### src/rtl/rf_arb_pkg.sv
// rf_arb_pkg: shared types for the register-file write arbiter.
// The FIFO entry layout fixes the data/address widths used across the arbiter.
package rf_arb_pkg;
    localparam int RF_DATA_W = 32;
    localparam int RF_ADDR_W = 6;

    typedef enum logic [1:0] {
        SRC_NONE = 2'd0,
        SRC_WB   = 2'd1,
        SRC_AUX  = 2'd2
    } src_e;

    typedef struct packed {
        logic                 live;
        logic [RF_ADDR_W-1:0] addr;
        logic [RF_DATA_W-1:0] data;
    } rf_entry_t;
endpackage

### src/rtl/rf_arb_fifo.sv
// rf_arb_fifo: auxiliary result buffer; a squash clears the live bit of every
// entry (including one pushed in the same cycle) whose address matches.
module rf_arb_fifo
    import rf_arb_pkg::*;
#(
    parameter int DEPTH = 2
) (
    input  logic                   i_clk,
    input  logic                   i_rst_n,
    input  logic                   i_push,
    input  rf_entry_t              i_push_entry,
    input  logic                   i_pop,
    input  logic                   i_squash_vld,
    input  logic [RF_ADDR_W-1:0]   i_squash_addr,
    output rf_entry_t              o_head,
    output logic [$clog2(DEPTH):0] o_count,
    output logic                   o_full,
    output logic                   o_empty
);
    localparam int PW = $clog2(DEPTH);
    localparam int CW = PW + 1;

    rf_entry_t         r_mem [DEPTH];
    logic [PW-1:0]     r_wptr;
    logic [PW-1:0]     r_rptr;
    logic [CW-1:0]     r_count;
    logic              w_push_live;

    assign w_push_live = !(i_squash_vld && i_push_entry.addr == i_squash_addr);

    always_ff @(posedge i_clk or negedge i_rst_n) begin
        if (!i_rst_n) begin
            for (int k = 0; k < DEPTH; k++) r_mem[k] <= '0;
            r_wptr  <= '0;
            r_rptr  <= '0;
            r_count <= '0;
        end else begin
            for (int k = 0; k < DEPTH; k++)
                if (i_squash_vld && r_mem[k].addr == i_squash_addr) r_mem[k].live <= 1'b0;
            if (i_push) begin
                r_mem[r_wptr] <= '{live: w_push_live, addr: i_push_entry.addr, data: i_push_entry.data};
                r_wptr        <= r_wptr + PW'(1);
            end
            if (i_pop) r_rptr <= r_rptr + PW'(1);
            r_count <= r_count + CW'(i_push) - CW'(i_pop);
        end
    end

    assign o_head  = r_mem[r_rptr];
    assign o_count = r_count;
    assign o_full  = r_count == CW'(DEPTH);
    assign o_empty = r_count == '0;
endmodule

### src/rtl/regfile_write_arbiter.sv
// regfile_write_arbiter: shares the register-file write port between write-back
// and a buffered auxiliary unit. Define RF_ARB_STARVE_EN for the starvation guard.
module regfile_write_arbiter
    import rf_arb_pkg::*;
#(
    parameter int DATA_W       = RF_DATA_W,
    parameter int ADDR_W       = RF_ADDR_W,
    parameter int FIFO_DEPTH   = 2,
    parameter int STARVE_LIMIT = 4
) (
    input  logic                        i_clk,
    input  logic                        i_rst_n,
    input  logic                        i_wb_valid,
    output logic                        o_wb_ready,
    input  logic [DATA_W-1:0]           i_wb_data,
    input  logic [ADDR_W-1:0]           i_wb_addr,
    input  logic                        i_aux_valid,
    output logic                        o_aux_ready,
    input  logic [DATA_W-1:0]           i_aux_data,
    input  logic [ADDR_W-1:0]           i_aux_addr,
    output logic                        o_w_en,
    output logic [DATA_W-1:0]           o_wdata,
    output logic [ADDR_W-1:0]           o_waddr,
    output logic [1:0]                  o_wr_src,
    output logic [$clog2(FIFO_DEPTH):0] o_aux_pending
);
    rf_entry_t          w_head;
    rf_entry_t          w_push_entry;
    logic               w_full;
    logic               w_empty;
    logic               w_head_live;
    logic               w_force;
    logic               w_wb_fire;
    logic               w_aux_grant;
    logic               w_pop;
    logic               w_push;
    logic               w_wr;
    logic [ADDR_W-1:0]  w_gnt_addr;
    logic [DATA_W-1:0]  w_gnt_data;

    assign w_head_live  = !w_empty && w_head.live;
    assign o_wb_ready   = !w_force;
    assign w_wb_fire    = i_wb_valid && !w_force;
    assign w_aux_grant  = w_head_live && (w_force || !i_wb_valid);
    // A dead head leaves silently, even alongside a write-back grant.
    assign w_pop        = !w_empty && (w_aux_grant || !w_head.live);
    assign o_aux_ready  = i_rst_n && !w_full;
    assign w_push       = i_aux_valid && o_aux_ready;
    assign w_push_entry = '{live: 1'b1, addr: i_aux_addr, data: i_aux_data};
    assign w_gnt_addr   = w_wb_fire ? i_wb_addr : w_head.addr;
    assign w_gnt_data   = w_wb_fire ? i_wb_data : w_head.data;
    assign w_wr         = (w_wb_fire || w_aux_grant) && w_gnt_addr != '0;

`ifdef RF_ARB_STARVE_EN
    localparam int SW = $clog2(STARVE_LIMIT + 1);
    logic [SW-1:0] r_starve;

    assign w_force = w_head_live && r_starve == SW'(STARVE_LIMIT);

    always_ff @(posedge i_clk or negedge i_rst_n) begin
        if (!i_rst_n) r_starve <= '0;
        else if (w_aux_grant || !w_head_live) r_starve <= '0;
        else if (w_wb_fire) r_starve <= r_starve + SW'(1);
    end
`else
    assign w_force = 1'b0;
`endif

    rf_arb_fifo #(.DEPTH(FIFO_DEPTH)) u_fifo (
        .i_clk         (i_clk),
        .i_rst_n       (i_rst_n),
        .i_push        (w_push),
        .i_push_entry  (w_push_entry),
        .i_pop         (w_pop),
        .i_squash_vld  (w_wb_fire && i_wb_addr != '0),
        .i_squash_addr (i_wb_addr),
        .o_head        (w_head),
        .o_count       (o_aux_pending),
        .o_full        (w_full),
        .o_empty       (w_empty)
    );

    always_ff @(posedge i_clk or negedge i_rst_n) begin
        if (!i_rst_n) begin
            o_w_en   <= 1'b0;
            o_wdata  <= '0;
            o_waddr  <= '0;
            o_wr_src <= SRC_NONE;
        end else begin
            o_w_en   <= w_wr;
            o_wr_src <= !w_wr ? SRC_NONE : w_wb_fire ? SRC_WB : SRC_AUX;
            if (w_wr) begin
                o_wdata <= w_gnt_data;
                o_waddr <= w_gnt_addr;
            end
        end
    end
endmodule

### config.mk
export PLATFORM = sky130hd
export DESIGN_NAME = regfile_write_arbiter
export DESIGN_NICKNAME = d
export VERILOG_FILES = /design/src/rtl/rf_arb_pkg.sv /design/src/rtl/rf_arb_fifo.sv /design/src/rtl/regfile_write_arbiter.sv
export SDC_FILE = /design/constraint.sdc
export NUM_CORES = 1
export LEC_CHECK = 0
export CORE_ASPECT_RATIO = 2
export CORE_UTILIZATION = 46
export DETAILED_ROUTE_END_ITERATION = 7
export PLACE_DENSITY = 0.77
export SYNTH_ARGS = -nofsm -noshare
export SYNTH_HDL_FRONTEND = slang
export SYNTH_SLANG_ARGS = --single-unit
### constraint.sdc
create_clock -name i_clk -period 1.9 [get_ports i_clk]
set_input_delay 0.38 -clock i_clk [delete_from_list [all_inputs] [get_ports i_clk]]
set_output_delay 0.38 -clock i_clk [all_outputs]
set_load 0.01 [all_outputs]
==> summary.md <==
| Metric | Value |
|---|---|
| Run status | `finished, violations left` |
| Failing checks | `negative setup slack` |
| Initial DRT Pass Iterations | `4` |
| Vias in the first global route | `about 4.5k` |
| First-pass GRT wire length | `21,600 µm` |
| Worst skew pair latency | `0.40 ns` |
| Hold Vio Cnt, Final | `0` |
| #FFs+latches synth | `123` |
| Number of core rows | `56` |
| NumNets Final | `roughly 680` |
| Max IR drop VDD | `1120 µV` |
| Root Driver | `clkbuf_16` |
| Switching Share | `29.4%` |
| DRT Wirelength | `13,600 µm` |
| Syn avg cell area | `13.0 µm²` |
| DRC | `0` |
| Category of the critical setup timing path | `flip-flop to flip-flop` |
| Initial antenna violation count | `0` |
| Post-route minimum period | `about 2.2 ns` |
| Hpwl dp | `about 9200 µm` |
| Die Height | `~160 µm` |
| Number of flops mapped to enable cells by yosys | `0` |
| Seq pwr share | `33.7%` |
| Post-synth ARST share | `100%` |
| Worst flop-to-flop path startpoint | `u_fifo.r_rptr` |
| Initial DRC count | `166` |
| Worst setup EP type | `flip-flop` |
| Fin util | `between 60% and 70%` |
| Placeable Area | `11,800 µm²` |
| MaxCap Viol Count | `0` |
| Critical path startpoint category | `flip-flop` |
| Actual slew at the worst max-slew pin | `0.624 ns` |
| Pwr/cell area | `1730 nW/µm²` |
| Level count of the clock H-tree | `4` |
| Internal power | `around 10000 µW` |
| Max transition margin | `around three fifths` |
| Crit-path slowest cell | `dfrtp_2` |
| Setup ws final | `-0.333 ns` |
| Unrepaired setup endpoints after global routing | `true` |
| Tot Pwr | `~14,000 µW` |
| Grt ovf | `0` |
| Die area | `approximately 13,000 µm²` |
| Tcrit/Tclk final | `118%` |
| Reg clk slew, reported paths | `about 0.060 ns` |
| Max-slew violation count | `0` |
| GPL Wtd Cong | `between 0.8 and 0.9` |
| Crit path largest cell delay | `0.49 ns` |
| DP Cell Count | `711` |
| PortBufs | `123` |
| Vias per inst | `5.38` |
| NetSw | `roughly 4200 µW` |
| I/O pin cnt | `125` |
| Post-CTS Hold Fix Bufs | `0` |
| DIE WIDTH | `80.2 µm` |
| CP delay by family, top | `multiplexers` |
| Diodes inserted | `0` |
| Clock power frac | `a little over a quarter` |
| Mapped Area | `5630 µm²` |
| Post-route cell area | `just over 8000 µm²` |
| Worst endpoint required time | `2.18 ns` |
| HP Class | `input port to asynchronous set/reset pin` |
| Crit path from | `u_fifo.r_rptr` |
| Gate power share | `40.1%` |
| Clock skew | `0.00675 ns` |
| Worst-path cell chain | `mux2_4 > mux2i_2 > nand4_1 > o21ai_4 > buf_8 > mux2_2` |
| Layout cells sized above 1 | `between 30% and 40%` |
| Finish-stage setup viols | `40` |
| Buf+Inv Stages, Crit Path | `1` |
| Clk buf depth | `2` |
| Peak Freq | `448 MHz` |
| Drt wl/cell | `18.2 µm` |
| Synth warn | `0` |
| Vias | `between 4k and 5k` |
| DP Area | `7310 µm²` |
| CTS sink cnt | `123` |
| Synth cell types | `32` |
| Cells after Synth | `434` |
| CTS tree | `yes` |
| Non-filler cells, final | `751` |
| Sequential area share after synthesis | `between 50 and 60%` |
| Initial Utilization | `47.6%` |
| CTS Buf Count | `17` |
| Largest net degree at the start of global routing | `124` |
| Crit path max fanout | `13` |
| Synth-to-layout area growth | `45.4%` |
| Syn nets | `516` |
| Ys flop type | `dfrtp_1` |
| ANT nets after route | `0` |
| Critical path arrival | `2.52 ns` |
| DP Worst Slack | `-0.324 ns` |
| Leakage | `0.00364 µW` |
| Tot GR Track Use | `between 20 and 25%` |
==> worst reg2reg max path, delay by kind of cell, from the launching register on <==
kind | cells | cell delay (ns)
DFF | 1 | 0.49
AOI/OAI and AO/OA | 1 | 0.30
and+or+nand+nor | 1 | 0.24
buffers and inverters | 1 | 0.21
muxes | 3 | 0.89
==> cell type report <==
type	count	area (µm²)
Sequential cell	123	3080
Tap cell	145	181
Inverter	5	18.8
Fill cell	828	3650
Clock inverter	11	214
Clock buffer	21	470
Timing Repair Buffer	168	1670
Multi-Input combinational cell	278	2550
==> synthesized netlist by cell type (all sizes together) (3+ instances only) <==
master / instances / area, µm²
mux2: 114 / 1280
xnor2: 6 / 52.6
nor4: 3 / 18.8
dfrtp: 123 / 3080
nand3: 3 / 15.0
inv: 5 / 18.8
nand2: 37 / 139
clkbuf: 12 / 45.0
mux2i: 38 / 380
buf: 16 / 98.8
o21ai: 38 / 190
nand4: 3 / 18.8
o2bb2ai: 5 / 43.8
xor2: 15 / 131
==> worst paths after layout <==
check,cells past startpoint,to,slack [ns]
worst max register to register,6,o_wdata[7],-0.33
worst min register to register,1,flip-flop,0.50
worst min-delay path,3,o_wr_src[0],0.22
worst max-delay path,6,o_wdata[7],-0.33
max in group asynchronous,3,o_wdata[15],1.24
min in group i_clk,1,flip-flop,0.50
==> power groups by stage <==
stage	Combinational (µW)	Sequential [µW]	Clock [µW]
final	5690	4780	3700
after global routing	6090	4920	3860
after CTS	5620	4760	3740
after detailed placement	5170	4770	0
after global placement	5000	4690	0
after floorplan	2990	4760	0
==> logic make-up (layout without fill, tap and decap cells) <==
logic type,after synthesis,after routing,synth area share [%]
buf+inv,33,205,2.89
xor+xnor,21,21,3.27
compound gates,48,48,4.84
other cells,1,1,0.0666
fa+ha+maj,2,2,0.444
simple gates,54,54,4.29
flops,123,123,54.7
mux,152,152,29.5
==> metrics by stage <==
stage / TNS (ns) / hold WS [ns]
2_1_floorplan: -3.04 / 0.0844
3_5_place_dp: -14.29 / 0.488
3_3_place_gp: -12.47 / 0.479
5_1_grt: -13.72 / 0.270
6_report: -11.02 / 0.217
4_1_cts: -10.12 / 0.249
==> timing repair <==
item / 4_1_cts / 5_1_grt
buffers inserted: 8 / 2
setup endpoints to repair: 41 / 40
cloned: 1 / 0
gates resized for setup: 18 / 20
pin swaps: 6 / 6
==> cells in the final DEF, fill, tap and decap left out, types with 3 or more instances in the layout <==
master,Yosys,final
buf_4,2,34
inv_1,5,5
buf_12,0,6
mux2_4,0,23
clkdlybuf4s50_1,0,120
nand2_1,37,37
mux2_1,16,4
mux2i_2,0,4
bufinv_16,0,6
xnor2_1,6,5
xor2_1,15,15
buf_8,0,3
o2bb2ai_2,0,4
buf_6,3,3
clkbuf_8,0,3
mux2_2,98,87
clkbuf_16,0,17
nand4_1,3,3
nor4_1,3,3
o21ai_0,37,37
dfrtp_1,123,122
mux2i_1,38,34
==> layer usage <==
| metal | vias to the layer above | track usage, % | routed length, µm |
|---|---|---|---|
| li1 | 1853 | - | - |
| met3 | 48 | 5.21 | 455 |
| met5 | - | 0 | 0 |
| met4 | 0 | 14.3 | 705 |
| met2 | 120 | 42.4 | 7710 |
| met1 | 2020 | 22.8 | 4780 |
No activity file was read; power rests on OpenSTA's default activity.
